**src/rtl/control_defs.sv**
```systemverilog
// Shared encodings for the multi-cycle RV32I control sequencer: FSM states,
// datapath mux selects, ALU op classes and the RV32I major opcodes.
package control_defs;

   typedef enum logic [2:0] {
      FETCH  = 3'd0,
      DECODE = 3'd1,
      EXEC   = 3'd2,
      MEM    = 3'd3,
      WB     = 3'd4,
      TRAP   = 3'd5
   } state_e;

   typedef enum logic [1:0] {
      PC_PLUS4  = 2'd0,
      PC_BRANCH = 2'd1,
      PC_JALR   = 2'd2
   } pc_sel_e;

   typedef enum logic [1:0] {
      WB_ALU = 2'd0,
      WB_MEM = 2'd1,
      WB_PC4 = 2'd2
   } wb_sel_e;

   typedef enum logic [1:0] {
      ALU_ADD   = 2'd0,
      ALU_FUNCT = 2'd1,
      ALU_CMP   = 2'd2
   } alu_op_e;

   // Instruction class latched in DECODE; OP, OP-IMM and LUI share one path.
   typedef enum logic [2:0] {
      INS_ILLEGAL = 3'd0,
      INS_LOAD    = 3'd1,
      INS_STORE   = 3'd2,
      INS_ALU     = 3'd3,
      INS_AUIPC   = 3'd4,
      INS_JAL     = 3'd5,
      INS_JALR    = 3'd6,
      INS_BRANCH  = 3'd7
   } ins_e;

   localparam logic [6:0] OPC_LOAD   = 7'b0000011;
   localparam logic [6:0] OPC_STORE  = 7'b0100011;
   localparam logic [6:0] OPC_OP     = 7'b0110011;
   localparam logic [6:0] OPC_OP_IMM = 7'b0010011;
   localparam logic [6:0] OPC_LUI    = 7'b0110111;
   localparam logic [6:0] OPC_AUIPC  = 7'b0010111;
   localparam logic [6:0] OPC_JAL    = 7'b1101111;
   localparam logic [6:0] OPC_JALR   = 7'b1100111;
   localparam logic [6:0] OPC_BRANCH = 7'b1100011;

   function automatic ins_e classify(input logic [6:0] opcode);
      ins_e cls;
      case (opcode)
         OPC_LOAD:   cls = INS_LOAD;
         OPC_STORE:  cls = INS_STORE;
         OPC_OP:     cls = INS_ALU;
         OPC_OP_IMM: cls = INS_ALU;
         OPC_LUI:    cls = INS_ALU;
         OPC_AUIPC:  cls = INS_AUIPC;
         OPC_JAL:    cls = INS_JAL;
         OPC_JALR:   cls = INS_JALR;
         OPC_BRANCH: cls = INS_BRANCH;
         default:    cls = INS_ILLEGAL;
      endcase
      return cls;
   endfunction

endpackage

```
**src/rtl/multicycle_controller_if.sv**
```systemverilog
// Shared instruction/data memory request port (valid/ready with wait states).
interface multicycle_controller_if;
   logic mem_req;
   logic mem_we;
   logic mem_addr_sel;
   logic mem_ready;

   modport master (output mem_req, output mem_we, output mem_addr_sel, input mem_ready);
   modport slave  (input mem_req, input mem_we, input mem_addr_sel, output mem_ready);
endinterface

```
**src/rtl/wait_timer.sv**
```systemverilog
// Memory wait-state counter: flags the last permitted wait cycle of a request.
// MEM_TIMEOUT of 0 never expires.
module wait_timer #(
   parameter int unsigned MEM_TIMEOUT = 16
) (
   input  logic clk,
   input  logic rst_n,
   input  logic clear,
   input  logic enable,
   output logic expired
);

   localparam int unsigned CW     = (MEM_TIMEOUT > 32'd1) ? $clog2(MEM_TIMEOUT) : 32'd1;
   localparam int unsigned LAST_I = (MEM_TIMEOUT > 32'd0) ? MEM_TIMEOUT - 32'd1 : 32'd0;
   localparam logic [CW-1:0] LAST = CW'(LAST_I);

   logic [CW-1:0] count_r;

   // Count wait cycles, holding at the last one until the sequencer leaves the state
   always_ff @(posedge clk or negedge rst_n) begin
      if (!rst_n) begin
         count_r <= '0;
      end else if (clear) begin
         count_r <= '0;
      end else if (enable && (count_r != LAST)) begin
         count_r <= count_r + CW'(1);
      end
   end

   // Expired means this is the final wait cycle: no ready now means bus error
   assign expired = (MEM_TIMEOUT != 32'd0) && (count_r == LAST);

endmodule

```
**src/rtl/multicycle_controller.sv**
```systemverilog
// Multi-cycle RV32I control sequencer: FETCH/DECODE/EXEC/MEM/WB over a
// valid/ready memory port, with sticky traps for illegal opcodes and timeouts.
module multicycle_controller
   import control_defs::*;
#(
   parameter int unsigned MEM_TIMEOUT = 16,
   parameter int unsigned CNT_W       = 32
) (
   input  logic                    clk,
   input  logic                    rst_n,
   multicycle_controller_if.master mem,
   input  logic [31:0]             instr,
   input  logic                    branch_taken,
   output logic                    ir_we,
   output logic                    pc_we,
   output pc_sel_e                 pc_sel,
   output logic                    rf_we,
   output wb_sel_e                 wb_sel,
   output alu_op_e                 alu_op,
   output logic                    illegal,
   output logic                    bus_err,
   output logic                    halted,
   output logic [CNT_W-1:0]        retired
);

   state_e           state_r;
   state_e           state_nxt_s;
   ins_e             ins_r;
   ins_e             ins_nxt_s;
   logic             run_r;
   logic             illegal_r;
   logic             bus_err_r;
   logic             set_illegal_s;
   logic             set_bus_err_s;
   logic [CNT_W-1:0] retired_r;
   logic             tmr_clear_s;
   logic             tmr_en_s;
   logic             tmr_expired_s;
   logic             unused_instr_s;

   assign unused_instr_s = ^instr[31:7];

   // Only wait states of an outstanding request count toward the timeout
   assign tmr_en_s    = mem.mem_req & ~mem.mem_ready;
   assign tmr_clear_s = (state_nxt_s != state_r);

   wait_timer #(
      .MEM_TIMEOUT (MEM_TIMEOUT)
   ) u_wait_timer (
      .clk     (clk),
      .rst_n   (rst_n),
      .clear   (tmr_clear_s),
      .enable  (tmr_en_s),
      .expired (tmr_expired_s)
   );

   // State, decoded class, post-reset run gate, sticky traps and retire count
   always_ff @(posedge clk or negedge rst_n) begin
      if (!rst_n) begin
         state_r   <= FETCH;
         ins_r     <= INS_ILLEGAL;
         run_r     <= 1'b0;
         illegal_r <= 1'b0;
         bus_err_r <= 1'b0;
         retired_r <= '0;
      end else begin
         state_r <= state_nxt_s;
         ins_r   <= ins_nxt_s;
         run_r   <= 1'b1;
         if (set_illegal_s) begin
            illegal_r <= 1'b1;
         end
         if (set_bus_err_s) begin
            bus_err_r <= 1'b1;
         end
         if (pc_we) begin
            retired_r <= retired_r + CNT_W'(1);
         end
      end
   end

   // Next-state and control decode; run_r keeps the first request off until
   // the cycle after reset is released
   always_comb begin
      state_nxt_s      = state_r;
      ins_nxt_s        = ins_r;
      set_illegal_s    = 1'b0;
      set_bus_err_s    = 1'b0;
      mem.mem_req      = 1'b0;
      mem.mem_we       = 1'b0;
      mem.mem_addr_sel = 1'b0;
      ir_we            = 1'b0;
      pc_we            = 1'b0;
      pc_sel           = PC_PLUS4;
      rf_we            = 1'b0;
      wb_sel           = WB_ALU;
      alu_op           = ALU_ADD;
      halted           = 1'b0;

      case (state_r)
         FETCH: begin
            if (run_r) begin
               mem.mem_req = 1'b1;
               if (mem.mem_ready) begin
                  ir_we       = 1'b1;
                  state_nxt_s = DECODE;
               end else if (tmr_expired_s) begin
                  set_bus_err_s = 1'b1;
                  state_nxt_s   = TRAP;
               end else begin
                  state_nxt_s = FETCH;
               end
            end else begin
               state_nxt_s = FETCH;
            end
         end

         DECODE: begin
            ins_nxt_s = classify(instr[6:0]);
            if (ins_nxt_s == INS_ILLEGAL) begin
               set_illegal_s = 1'b1;
               state_nxt_s   = TRAP;
            end else begin
               state_nxt_s = EXEC;
            end
         end

         EXEC: begin
            case (ins_r)
               INS_LOAD, INS_STORE: begin
                  alu_op      = ALU_ADD;
                  state_nxt_s = MEM;
               end
               INS_BRANCH: begin
                  alu_op      = ALU_CMP;
                  pc_we       = 1'b1;
                  pc_sel      = branch_taken ? PC_BRANCH : PC_PLUS4;
                  state_nxt_s = FETCH;
               end
               INS_ALU: begin
                  alu_op      = ALU_FUNCT;
                  state_nxt_s = WB;
               end
               INS_AUIPC, INS_JAL, INS_JALR: begin
                  alu_op      = ALU_ADD;
                  state_nxt_s = WB;
               end
               default: begin
                  set_illegal_s = 1'b1;
                  state_nxt_s   = TRAP;
               end
            endcase
         end

         MEM: begin
            mem.mem_req      = 1'b1;
            mem.mem_addr_sel = 1'b1;
            mem.mem_we       = (ins_r == INS_STORE);
            if (mem.mem_ready) begin
               if (ins_r == INS_STORE) begin
                  pc_we       = 1'b1;
                  state_nxt_s = FETCH;
               end else begin
                  state_nxt_s = WB;
               end
            end else if (tmr_expired_s) begin
               set_bus_err_s = 1'b1;
               state_nxt_s   = TRAP;
            end else begin
               state_nxt_s = MEM;
            end
         end

         WB: begin
            rf_we       = 1'b1;
            pc_we       = 1'b1;
            state_nxt_s = FETCH;
            case (ins_r)
               INS_LOAD: begin
                  wb_sel = WB_MEM;
               end
               INS_JAL: begin
                  wb_sel = WB_PC4;
                  pc_sel = PC_BRANCH;
               end
               INS_JALR: begin
                  wb_sel = WB_PC4;
                  pc_sel = PC_JALR;
               end
               default: begin
                  wb_sel = WB_ALU;
                  pc_sel = PC_PLUS4;
               end
            endcase
         end

         TRAP: begin
            halted      = 1'b1;
            state_nxt_s = TRAP;
         end

         default: begin
            state_nxt_s = TRAP;
         end
      endcase
   end

   assign illegal = illegal_r;
   assign bus_err = bus_err_r;
   assign retired = retired_r;

endmodule

```
**src/flat_wrapper.sv**
```systemverilog
// flat-port wrapper written by rule: the top's interface ports become plain ports
module multicycle_controller_flat import control_defs::*;
#(
   parameter int unsigned MEM_TIMEOUT = 16,
   parameter int unsigned CNT_W       = 32
)
  (clk, rst_n, instr, branch_taken, ir_we, pc_we, pc_sel, rf_we, wb_sel, alu_op, illegal, bus_err, halted, retired, mem_mem_req, mem_mem_we, mem_mem_addr_sel, mem_mem_ready);
  multicycle_controller_if mem_i ();
  input  logic clk;
  input  logic rst_n;
  input  logic [31:0] instr;
  input  logic branch_taken;
  output logic ir_we;
  output logic pc_we;
  output pc_sel_e pc_sel;
  output logic rf_we;
  output wb_sel_e wb_sel;
  output alu_op_e alu_op;
  output logic illegal;
  output logic bus_err;
  output logic halted;
  output logic [CNT_W-1:0] retired;
  output wire logic [$bits(mem_i.mem_req)-1:0] mem_mem_req;
  output wire logic [$bits(mem_i.mem_we)-1:0] mem_mem_we;
  output wire logic [$bits(mem_i.mem_addr_sel)-1:0] mem_mem_addr_sel;
  input wire logic [$bits(mem_i.mem_ready)-1:0] mem_mem_ready;
  assign mem_mem_req = mem_i.mem_req;
  assign mem_mem_we = mem_i.mem_we;
  assign mem_mem_addr_sel = mem_i.mem_addr_sel;
  assign mem_i.mem_ready = mem_mem_ready;
  multicycle_controller #(.MEM_TIMEOUT(MEM_TIMEOUT), .CNT_W(CNT_W)) u_core (.clk(clk), .rst_n(rst_n), .mem(mem_i), .instr(instr), .branch_taken(branch_taken), .ir_we(ir_we), .pc_we(pc_we), .pc_sel(pc_sel), .rf_we(rf_we), .wb_sel(wb_sel), .alu_op(alu_op), .illegal(illegal), .bus_err(bus_err), .halted(halted), .retired(retired));
endmodule
```
**config.mk**
```make
export PLATFORM = sky130hd
export DESIGN_NAME = multicycle_controller_flat
export DESIGN_NICKNAME = d
export VERILOG_FILES = /design/src/rtl/control_defs.sv /design/src/rtl/multicycle_controller_if.sv /design/src/rtl/wait_timer.sv /design/src/rtl/multicycle_controller.sv /design/src/flat_wrapper.sv
export SDC_FILE = /design/constraint.sdc
export NUM_CORES = 1
export LEC_CHECK = 0
export ABC_AREA = 1
export CORE_MARGIN = 2
export CORE_UTILIZATION = 30
export DETAILED_ROUTE_END_ITERATION = 8
export PLACE_DENSITY = 0.54
export SYNTH_ARGS = -nofsm -noshare
export SYNTH_HDL_FRONTEND = slang
export SYNTH_SLANG_ARGS = --single-unit
```
**constraint.sdc**
```tcl
create_clock -name clk -period 3.05 [get_ports clk]
set_input_delay 0.61 -clock clk [delete_from_list [all_inputs] [get_ports clk]]
set_output_delay 0.61 -clock clk [all_outputs]
set_load 0.01 [all_outputs]
```
==> flow_metrics.py, run 1 <==
metrics = {
    "cells_and_area": {
        "n_fill_cell": 1006,
        "final_util_pct": 39.01,
        "fin_nets": 492,
        "areaGrowthSynthToFinish_pct": 28.20,
        "seq_area_um2": 1126,
        "n_antenna_cell": 0,
        "final_cell_area_um2": 3742,
        "drive_gt1_share_pct": 10.11,
        "final_cells": 588,
        "multi_input_area_um2": 1588,
    },
    "global_route": {
        "grt_max_degree": 34,
        "grtUsageMet2_pct": 21.82,
        "met1_usage_pct": 20.62,
        "grt-ovfl-total": 0,
        "grt_pass1_wl_mm": 11.90,
        "use_met3_pct": 2.847,
        "grt-busiest-layer": "met2",
        "grtUsageTotal_pct": 14.21,
        "antenna_found_initial": 0,
        "grt_pass1_vias": 2495,
    },
    "floorplan": {
        "die_area_um2": 10540,
        "io_pins": 83,
        "die_h_um": 102.6,
        "core_area_um2": 9594,
        "rows": 36,
        "die_x_um": 102.6,
        "initial_core_util_pct": 30.43,
    },
    "clock_network": {
        "cts_buffers": 5,
        "cts-htree-levels": 2,
        "clock_latency_ns": 0.30,
        "cts_setup_buffers": 0,
        "cts.repair.resized": 0,
        "hold_buffers": 0,
        "root_buffer": "clkbuf_8",
        "clk_transition_reported_paths_ns": 0.09,
        "clock-sinks": 45,
        "cts_buffer_depth": 2,
        "cts_tree": "built",
    },
    "critical_path": {
        "startpoint_type": "flop",
        "cp-endpoint": "wb_sel[0]",
        "crit_fanout": 5,
        "crit_chain": "inv_2, nand2_2, nor2_2, inv_1, nor4_1, clkdlybuf4s50_1",
        "crit_required_ns": 2.44,
        "crit_arrival_ns": 2.15,
        "path_class": "reg -> out",
        "timing.rr.start": "u_core.ins_r[0]",
        "critPathLaunch": "u_core.state_r[1]",
        "reg2reg_depth": 9,
        "reg2reg_slack_ns": 1.05,
        "crit_slowest_cell": "clkdlybuf4s50_1",
        "crit_path_end_kind": "primary output",
        "r2r-end": "u_core.retired[12]",
        "critPathTopFamily": "buffers and inverters",
        "cp.depth": 6,
        "cpPeakStageDelay_ns": 0.60,
        "path_buf_inv": 3,
    },
    "timing": {
        "hold_violations": 0,
        "max_freq_ghz": 0.3617,
        "finalSetupTns_ns": 0,
        "maxSlewViolCount": 0,
        "setup_viol": 0,
        "grt_setup_unrepaired": "no",
        "post-route-min-period_ns": 2.764,
        "fin_worst_skew_ns": 0.004461,
        "hold_ws_ns": 0.2563,
        "setup_slack_ns": 0.2856,
        "fin_crit_sh_pct": 90.64,
    },
    "placed_design": {
        "dp.final_hpwl_mm": 5.709,
        "dp.cells": 580,
        "portBuffers": 57,
        "post-place-ws_ns": 0.3458,
        "finalWeightedCongestion": 0.8849,
        "dpl_cell_area_um2": 3626,
    },
    "synth": {
        "synth.avg_cell_area_um2": 7.428,
        "async_flop_share_pct": 100.0,
        "ys_types": 32,
        "ys_seq_elements": 45,
        "synthTopCellsByArea": "dfrtp_1 (39%), nand2_1 (15%), xor2_1 (8.4%), nor2_1 (6.4%), inv_1 (4.4%)",
        "synth_cells": 393,
        "synth-edff-count": 0,
        "yosys_warnings": 0,
        "yosysTopAreaCell": "dfrtp_1",
        "synth.most_common_cell": "nand2_1",
        "yosysSeqAreaShare_pct": 38.58,
        "synth_nets": 431,
        "synth_common_cells": "nand2_1 (120), nor2_1 (50), dfrtp_1 (45)",
        "syn_area_um2": 2919,
        "yosysTopAreaCellShare_pct": 38.58,
        "synth-main-ff-cell": "dfrtp_1",
    },
    "power": {
        "powerDensity_nw_per_um2": 297.0,
        "p_leak_nw": 1.669,
        "power.total_mw": 1.112,
        "peakVddDrop_uv": 157.5,
    },
    "min_path": {
        "hp-class": "in -> async",
    },
    "route": {
        "wl_per_cell_um": 12.22,
        "vias": 2642,
        "drt-total-wl_mm": 7.187,
        "drt_first_pass_iters": 4,
        "ant_nets": 0,
        "post_drt_via_cell_ratio": 4.493,
        "drt_iter0_drc": 112,
        "drcViolationCount": 0,
    },
    "job": {
        "max-cap-violations": 0,
    },
    "run_status": {
        "status": "finished clean",
    },
}
[sequential cells by signal, summed over array words and instances (netlist names)]
signal	count
u_core.illegal	1
u_core.retired	32
u_core.u_wait_timer.count_r	4
u_core.run_r	1
u_core.ins_r	3
u_core.state_r	3
u_core.bus_err	1
[worst min-delay path by stage]
stage,endpoint,startpoint,slack [ns],cells after the start
after floorplan,u_core.bus_err,rst_n,0.31,0
after global placement,u_core.bus_err,u_core.bus_err,0.44,1
after detailed placement,u_core.bus_err,u_core.bus_err,0.45,1
after CTS,u_core.retired[31],rst_n,0.28,1
after global routing,u_core.retired[28],rst_n,0.29,1
final,u_core.retired[31],rst_n,0.26,1
[layout make-up]
cell class | count | area share, %
Sequential cell | 45 | 30.09
Clock inverter | 1 | 0.8024
Inverter | 44 | 4.413
Tap cell | 133 | 4.447
Multi-Input combinational cell | 299 | 42.43
Clock buffer | 7 | 2.307
Timing Repair Buffer | 59 | 15.51
[metal layers]
| layer | part of all wire [%] | wire length, um | vias to the layer above |
|---|---|---|---|
| li1 | - | - | 1363 |
| met1 | 48 | 3463 | 1217 |
| met2 | 47 | 3346 | 56 |
| met3 | 4.0 | 284 | 6 |
| met4 | 1.3 | 91 | 0 |
| met5 | 0 | 0 | - |
[placed cells by master, fill, tap and decap left out, types with 2 or more instances in the layout]
master | synthesis | final
nand4_4 | 2 | 2
nor2_2 | 6 | 6
clkdlybuf4s50_1 | 0 | 56
nand3_1 | 14 | 14
nand2_2 | 6 | 6
nor4_1 | 6 | 6
nand4_1 | 8 | 8
xnor2_1 | 6 | 6
nand3_2 | 3 | 3
a21oi_1 | 6 | 6
clkbuf_8 | 0 | 6
nor3_2 | 5 | 5
inv_1 | 34 | 34
o21ai_1 | 7 | 7
nand2_1 | 120 | 120
nor2_1 | 50 | 50
ha_1 | 2 | 2
nor2_4 | 2 | 2
xor2_1 | 28 | 28
dfrtp_1 | 45 | 45
o21ai_0 | 8 | 8
buf_4 | 1 | 2
inv_2 | 9 | 9
nor3_1 | 13 | 13
[power by group]
part / switching (mW) / internal, mW / total [mW]
clock network: 0.205 / 0.267 / 0.472
registers: 0.000643 / 0.597 / 0.598
logic: 0.0258 / 0.0159 / 0.0416
[worst register-to-register path, cell delays in order (launching register included)]
cell	delay, ns
dfrtp_1	0.42
inv_1	0.14
nand3_1	0.14
nor2_1	0.17
nand2_2	0.11
nand2_8	0.09
buf_4	0.34
nand4_4	0.18
nor3_2	0.16
xor2_1	0.16
[kinds of logic after synthesis]
logic type	share of synthesized area [%]
XOR/XNOR	10.20
AND/OR/NAND/NOR	39.01
adder cells (fa/ha/maj)	0.8571
multiplexers	0.3429
other	0.1285
flip-flops	38.58
AO/OA/AOI/OAI	3.858
buffers and inverters	7.029
Power figures use the tool's default switching activity.
==> run 2, diff against run 1 <==
ABC_AREA = unset   (was 1)
PLACE_DENSITY = 0.55   (was 0.54)
==> run 2 against run 1 <==
Net effect: sequential cell count unchanged; count of clock-buffer cells in the layout decreased by 2; design area decreased by 13%; critical path depth unchanged; area after synthesis decreased by 15%; synthesized cell count decreased by 38%; utilization increased by 0.85 points; clock power decreased by 23%; non-clock buffer count increased by 1; power decreased by 9.5%; routed wire length decreased by 25%; sequential share of layout area increased by 4.6 points; largest power group unchanged.
==> flow_metrics.py, run 2 <==
metrics = {
    "critical_path": {
        "startpoint_type": "input port",
        "crit_required_ns": 2.44,
        "cpPeakStageDelay_ns": 0.53,
        "reg2reg_slack_ns": 0.88,
        "cpMostUsedCell": "clkdlybuf4s50_1",
        "path_class": "in -> out",
        "critPathTopFamily": "buffers and inverters",
        "crit_arrival_ns": 2.23,
        "crit_slowest_cell": "clkdlybuf4s50_1",
        "crit_path_end_kind": "primary output",
        "crit_fanout": 3,
        "crit_chain": "clkdlybuf4s50_1, nand4b_1, o22ai_4, nor2_1, inv_1, clkdlybuf4s50_1",
        "path_buf_inv": 3,
    },
    "floorplan": {
        "core_area_um2": 8134,
        "rows": 33,
        "io_pins": 83,
        "initial_core_util_pct": 30.64,
        "die_area_um2": 9054,
        "die_x_um": 95.15,
        "die_h_um": 95.15,
    },
    "route": {
        "ant_nets": 0,
        "drt_iter0_drc": 85,
        "vias": 1926,
        "drcViolationCount": 0,
        "post_drt_via_cell_ratio": 4.721,
        "drt-total-wl_mm": 5.378,
        "wl_per_cell_um": 13.18,
        "drt_first_pass_iters": 4,
    },
    "synth": {
        "synth_compound_area_share_pct": 8.534,
        "yosysSeqAreaShare_pct": 45.18,
        "synth.avg_cell_area_um2": 10.17,
        "synth.most_common_cell": "dfrtp_1",
        "synthTopCellsByArea": "dfrtp_1 (45%), xor2_1 (9.1%), nor3_1 (3.6%), xnor2_1 (3.5%), nand2_1 (3.2%)",
        "synth-main-ff-cell": "dfrtp_1",
        "async_flop_share_pct": 100.0,
        "ys_seq_elements": 45,
        "yosysTopAreaCell": "dfrtp_1",
        "synthXorXnorAreaFrac_pct": 12.65,
        "yosys_warnings": 0,
        "synth_cells": 245,
        "synth_common_cells": "dfrtp_1 (45), xor2_1 (26), nand2_1 (21)",
        "syn_area_um2": 2492,
        "synth_mux_area_share_pct": 1.456,
        "synth_nets": 283,
        "synth-edff-count": 0,
        "yosys.area_share.simple_pct": 27.26,
        "synth_top_family_by_area": "simple AND/OR/NAND/NOR gates",
        "synth_fa_ha_area_share_pct": 1.004,
        "ys_types": 58,
        "yosysTopAreaCellShare_pct": 45.18,
    },
    "global_route": {
        "grt_pass1_vias": 1889,
        "grtUsageTotal_pct": 12.87,
        "grt-ovfl-total": 0,
        "antenna_found_initial": 0,
        "grt_pass1_wl_mm": 9.183,
        "grt_max_degree": 46,
    },
    "clock_network": {
        "cts_buffer_depth": 2,
        "clock_latency_ns": 0.30,
        "cts_tree": "built",
        "root_buffer": "clkbuf_8",
        "cts.repair.resized": 0,
        "cts-htree-levels": 2,
        "hold_buffers": 0,
        "clock-sinks": 45,
        "cts_buffers": 5,
        "cts_setup_buffers": 0,
        "clk_transition_reported_paths_ns": 0.09,
    },
    "cells_and_area": {
        "n_fill_cell": 827,
        "fin_nets": 340,
        "final_cell_area_um2": 3242,
        "drive_gt1_share_pct": 11.22,
        "seq_area_um2": 1126,
        "areaGrowthSynthToFinish_pct": 30.07,
        "final_cell_mix": "clkdlybuf4s50_1 (56), dfrtp_1 (45), xor2_1 (26), nand2_1 (21), nor2_1 (19)",
        "final_cells": 408,
        "multi_input_area_um2": 1272,
        "largest_reg_flops": 32,
        "n_antenna_cell": 0,
        "final_common_cell": "clkdlybuf4s50_1",
    },
    "run_status": {
        "status": "finished clean",
    },
    "timing": {
        "hold_violations": 0,
        "setup_viol": 0,
        "grt_setup_unrepaired": "no",
        "max_freq_ghz": 0.3524,
        "hold_ws_ns": 0.4524,
        "fin_crit_sh_pct": 93.03,
        "finalSetupTns_ns": 0,
        "fin_worst_skew_ns": 0.007864,
        "maxSlewViolCount": 0,
        "worst_slew_pin_slew_ns": 0.9782,
        "post-route-min-period_ns": 2.837,
        "setup_slack_ns": 0.2125,
        "relSlewSlack_pct": 34.78,
    },
    "placed_design": {
        "dp.cells": 400,
        "portBuffers": 57,
        "dp.final_hpwl_mm": 3.860,
        "finalWeightedCongestion": 0.8216,
        "dpl_cell_area_um2": 3156,
        "post-place-ws_ns": 0.2132,
    },
    "power": {
        "powerDensity_nw_per_um2": 310.4,
        "p_leak_nw": 1.439,
        "peakVddDrop_uv": 145.8,
    },
    "job": {
        "max-cap-violations": 0,
    },
    "min_path": {
        "hp-class": "in -> async",
    },
}
[run 2: changes by cell type after synthesis, moves of 5 or more]
cell and delta:
nand2_1 -99, nor2_1 -31, inv_1 -24, inv_2 -9, nand2_2 -6, nor2_2 -5
nor3_1 +5, o21ai_0 -5, o21ai_1 -5
[run 2: metrics by stage]
stage               power [mW]  utilization (%)
floorplan               0.6241                -
finish                   1.006            39.86
global placement        0.6572            38.79
global route             1.060            39.86
detailed placement      0.6570            38.79
CTS                      1.023            39.86
[run 2: routing by layer]
metal  routed length (um)  GRT usage, %
met1                 2699         18.44
met2                 2453         19.48
met3                  192         3.557
met4                   32         2.536
met5                    0             0
[run 2: worst paths after layout]
kind | from | end | depth (start not counted)
max | mem_mem_ready | pc_we | 6
min | rst_n | u_core.retired[21] | 1
max reg2reg | u_core.state_r[1] | u_core.retired[24] | 7
min reg2reg | u_core.bus_err | u_core.bus_err | 1
max in group asynchronous | rst_n | u_core.retired[0] | 1
min in group clk | u_core.bus_err | u_core.bus_err | 1
[run 2: cells by family after synthesis]
kind of cell | after synthesis
adder cells (fa/ha/maj) | 2
AO/OA/AOI/OAI | 26
flip-flops | 45
XOR/XNOR | 36
buffers and inverters | 20
AND/OR/NAND/NOR | 112
multiplexers | 3
other | 1
[run 2: layout make-up]
type                            count  area share (%)
Multi-Input combinational cell    180           39.25
Sequential cell                    45           34.74
Timing Repair Buffer               60           18.14
Tap cell                          105           4.052
Clock buffer                        5           2.123
Inverter                           10           1.158
Clock inverter                      3          0.5403
[run 2: where the power goes]
part	internal (mW)	leakage (nW)	switching (mW)
combinational	0.0193	0.823	0.0250
clock	0.158	0.0439	0.204
sequential	0.598	0.572	0.00172
==> RTL edit: new RTL, settings of run 2 <==
Make the reset (`rst_n`) synchronous in 2 clocked blocks.
--- a/src/rtl/wait_timer.sv
+++ b/src/rtl/wait_timer.sv
@@ -19,3 +19,3 @@
    // Count wait cycles, holding at the last one until the sequencer leaves the state
-   always_ff @(posedge clk or negedge rst_n) begin
+   always_ff @(posedge clk) begin
       if (!rst_n) begin
--- a/src/rtl/multicycle_controller.sv
+++ b/src/rtl/multicycle_controller.sv
@@ -57,3 +57,3 @@
    // State, decoded class, post-reset run gate, sticky traps and retire count
-   always_ff @(posedge clk or negedge rst_n) begin
+   always_ff @(posedge clk) begin
       if (!rst_n) begin
Check against the original RTL: differs if rst_n is asserted again (counterexample within 4 cycles, from zero or initial values and one cycle with rst_n low); with rst_n held inactive, the same outputs for 10 cycles.
==> RTL edit against run 2 <==
Sequential cell count unchanged. Routed wire length rose by 25%. Clock skew decreased by 0.0026 ns. Worst setup slack got worse by 0.044 ns. Global-route usage rose by 1.3 points. Sequential share of layout area is 8.6 points lower. Synthesized area increased by 7.7%. Critical path depth decreased by 1. First-iteration DRC count is 7.1% higher. Via count increased by 28%. Final area is 6.1% higher. Register-to-register slack got worse by 0.04 ns. Maximum frequency shrank 1.5%.
Power is not compared: it rests on default switching activity, and its combinational part moved more than twofold at a synthesized area within 25%.
==> RTL edit: results (changes against run 2) <==
- Status: completed
- Gpl congestion: 0.7397 (-10%)
- Placed Instance Area: 3354 sq um (+6.3%)
- Nonclk inv count: 9 (-1)
- Clock buf/inv share: 2.509% (-0.15 points)
- Clock group share of total power: 34.3%
- Layout cells sized above 1: 8.197% (-3.0 points)
- Multi-input gates: 240 (+33%)
- Vias in the first global route: 2379 (+26%)
- Seq/total area: 26.18% (-8.6 points)
- FF+latch count: 45 (unchanged)
- Layout clock buffers: 7 (+2)
- Nets: 404 (+19%)
- Count of non-CTS buffers in the layout: 65 (+8.3%)
- Synth cell count leaders: dfxtp_1 (45), nor2_1 (35), nand2_1 (29), nand2b_1 (17), xnor2_1 (16)
- Met1 GRT Util: 18.97% (+0.53 points)
- First-pass GRT wire length: 11.54 mm (+26%)
- DR WL met2: 3.109 mm (+27%)
- Final Cell Area: 3441 sq um (+6.1%)
- Setup bufs post-CTS: 0 (unchanged)
- Sequential fraction of the synthesis area: 33.57% (-12 points)
- Worst hold-check path type: register to register
- Yosys cell types: 60 (+3.4%)
- Grt met2 use: 23.08% (+3.6 points)
- Maximum VDD drop: 0.1905 mV
- XOR/XNOR Fraction of Synth Area: 6.853% (-5.8 points)
- Post-Synth Adder-Cell Area: 0.9324% (-0.072 points)
- Mapped Cells: 309 (+26%)
- Slew @ Worst Pin: 0.8728 ns (-0.1054 ns)
- Setup Skew: 0.005266 ns (-0.002598 ns)
- Synth warn: 0 (unchanged)
- Initial DRC count: 91 (+7.1%)
- Crit path arrival time: 2.27 ns (+0.04 ns)
- Largest net degree at the start of global routing: 31 (-33%)
- Multiplexer share of the synthesized area: 4.476% (+3.0 points)
- Multi-input combinational area share: 48.07% (+8.8 points)
- WL met3: 373 um (+94%)
- Asr flop ratio synth: 0% (-100 points)
- Max incr delay on CP: 0.57 ns (+0.04 ns)
- Routed vias: 2462 (+28%)
- Post-Place Cells: 467 (+17%)
- Signal buffers share of area: 18.33% (+0.19 points)
- Global-route usage over all layers: 14.13% (+1.3 points)
- Pre-CTS WS: 0.2099 ns (-0.003384 ns)
- Syn avg cell area: 8.686 sq um (-15%)
- Compound-gate portion of the synthesized area: 18.41% (+9.9 points)
- Top post-synthesis cells by area: dfxtp_1 (34%), xnor2_1 (5.2%), nor2_1 (4.9%), mux2i_1 (4.5%), nand2_1 (4.1%)
- Syn nets: 347 (+23%)
- Fillers: 901 (+8.9%)
- Seq. pwr: 604 uW
- PortBufs: 57 (unchanged)
- Met3 GRT Util: 3.901% (+0.34 points)
- Met1 Routed Length: 3.189 mm (+18%)
- Average routed wire per standard cell: 14.16 um (+7.5%)
- Drt total wl: 6.714 mm (+25%)
RTL edit: cell count changes in the layout (fill, tap and decap cells not counted), sizes merged, moves of 8 or more:
cell / delta
nor2: +15
dfxtp: +45
dfrtp: -45
nand2: +8
nand2b: +13
mux2i: +11
xor2: -21
nor3: -15
RTL edit: kinds of logic after synthesis:
logic type | Yosys count
compound gates | 54
xor+xnor | 21
fa+ha+maj | 2
buf+inv | 24
flops | 45
mux | 12
simple gates | 151
RTL edit: final timing paths:
path / from / to / slack [ns] / depth (start not counted)
worst max-delay path: mem_mem_ready / pc_we / 0.17 / 5
worst min-delay path: u_core.bus_err$_SDFFE_PN0P_ / u_core.bus_err$_SDFFE_PN0P_ / 0.47 / 2
worst max register to register: u_core.ins_r[2]$_SDFFE_PN0N_ / u_core.retired[22]$_SDFFE_PN0P_ / 0.84 / 7
worst min register to register: u_core.bus_err$_SDFFE_PN0P_ / u_core.bus_err$_SDFFE_PN0P_ / 0.47 / 2
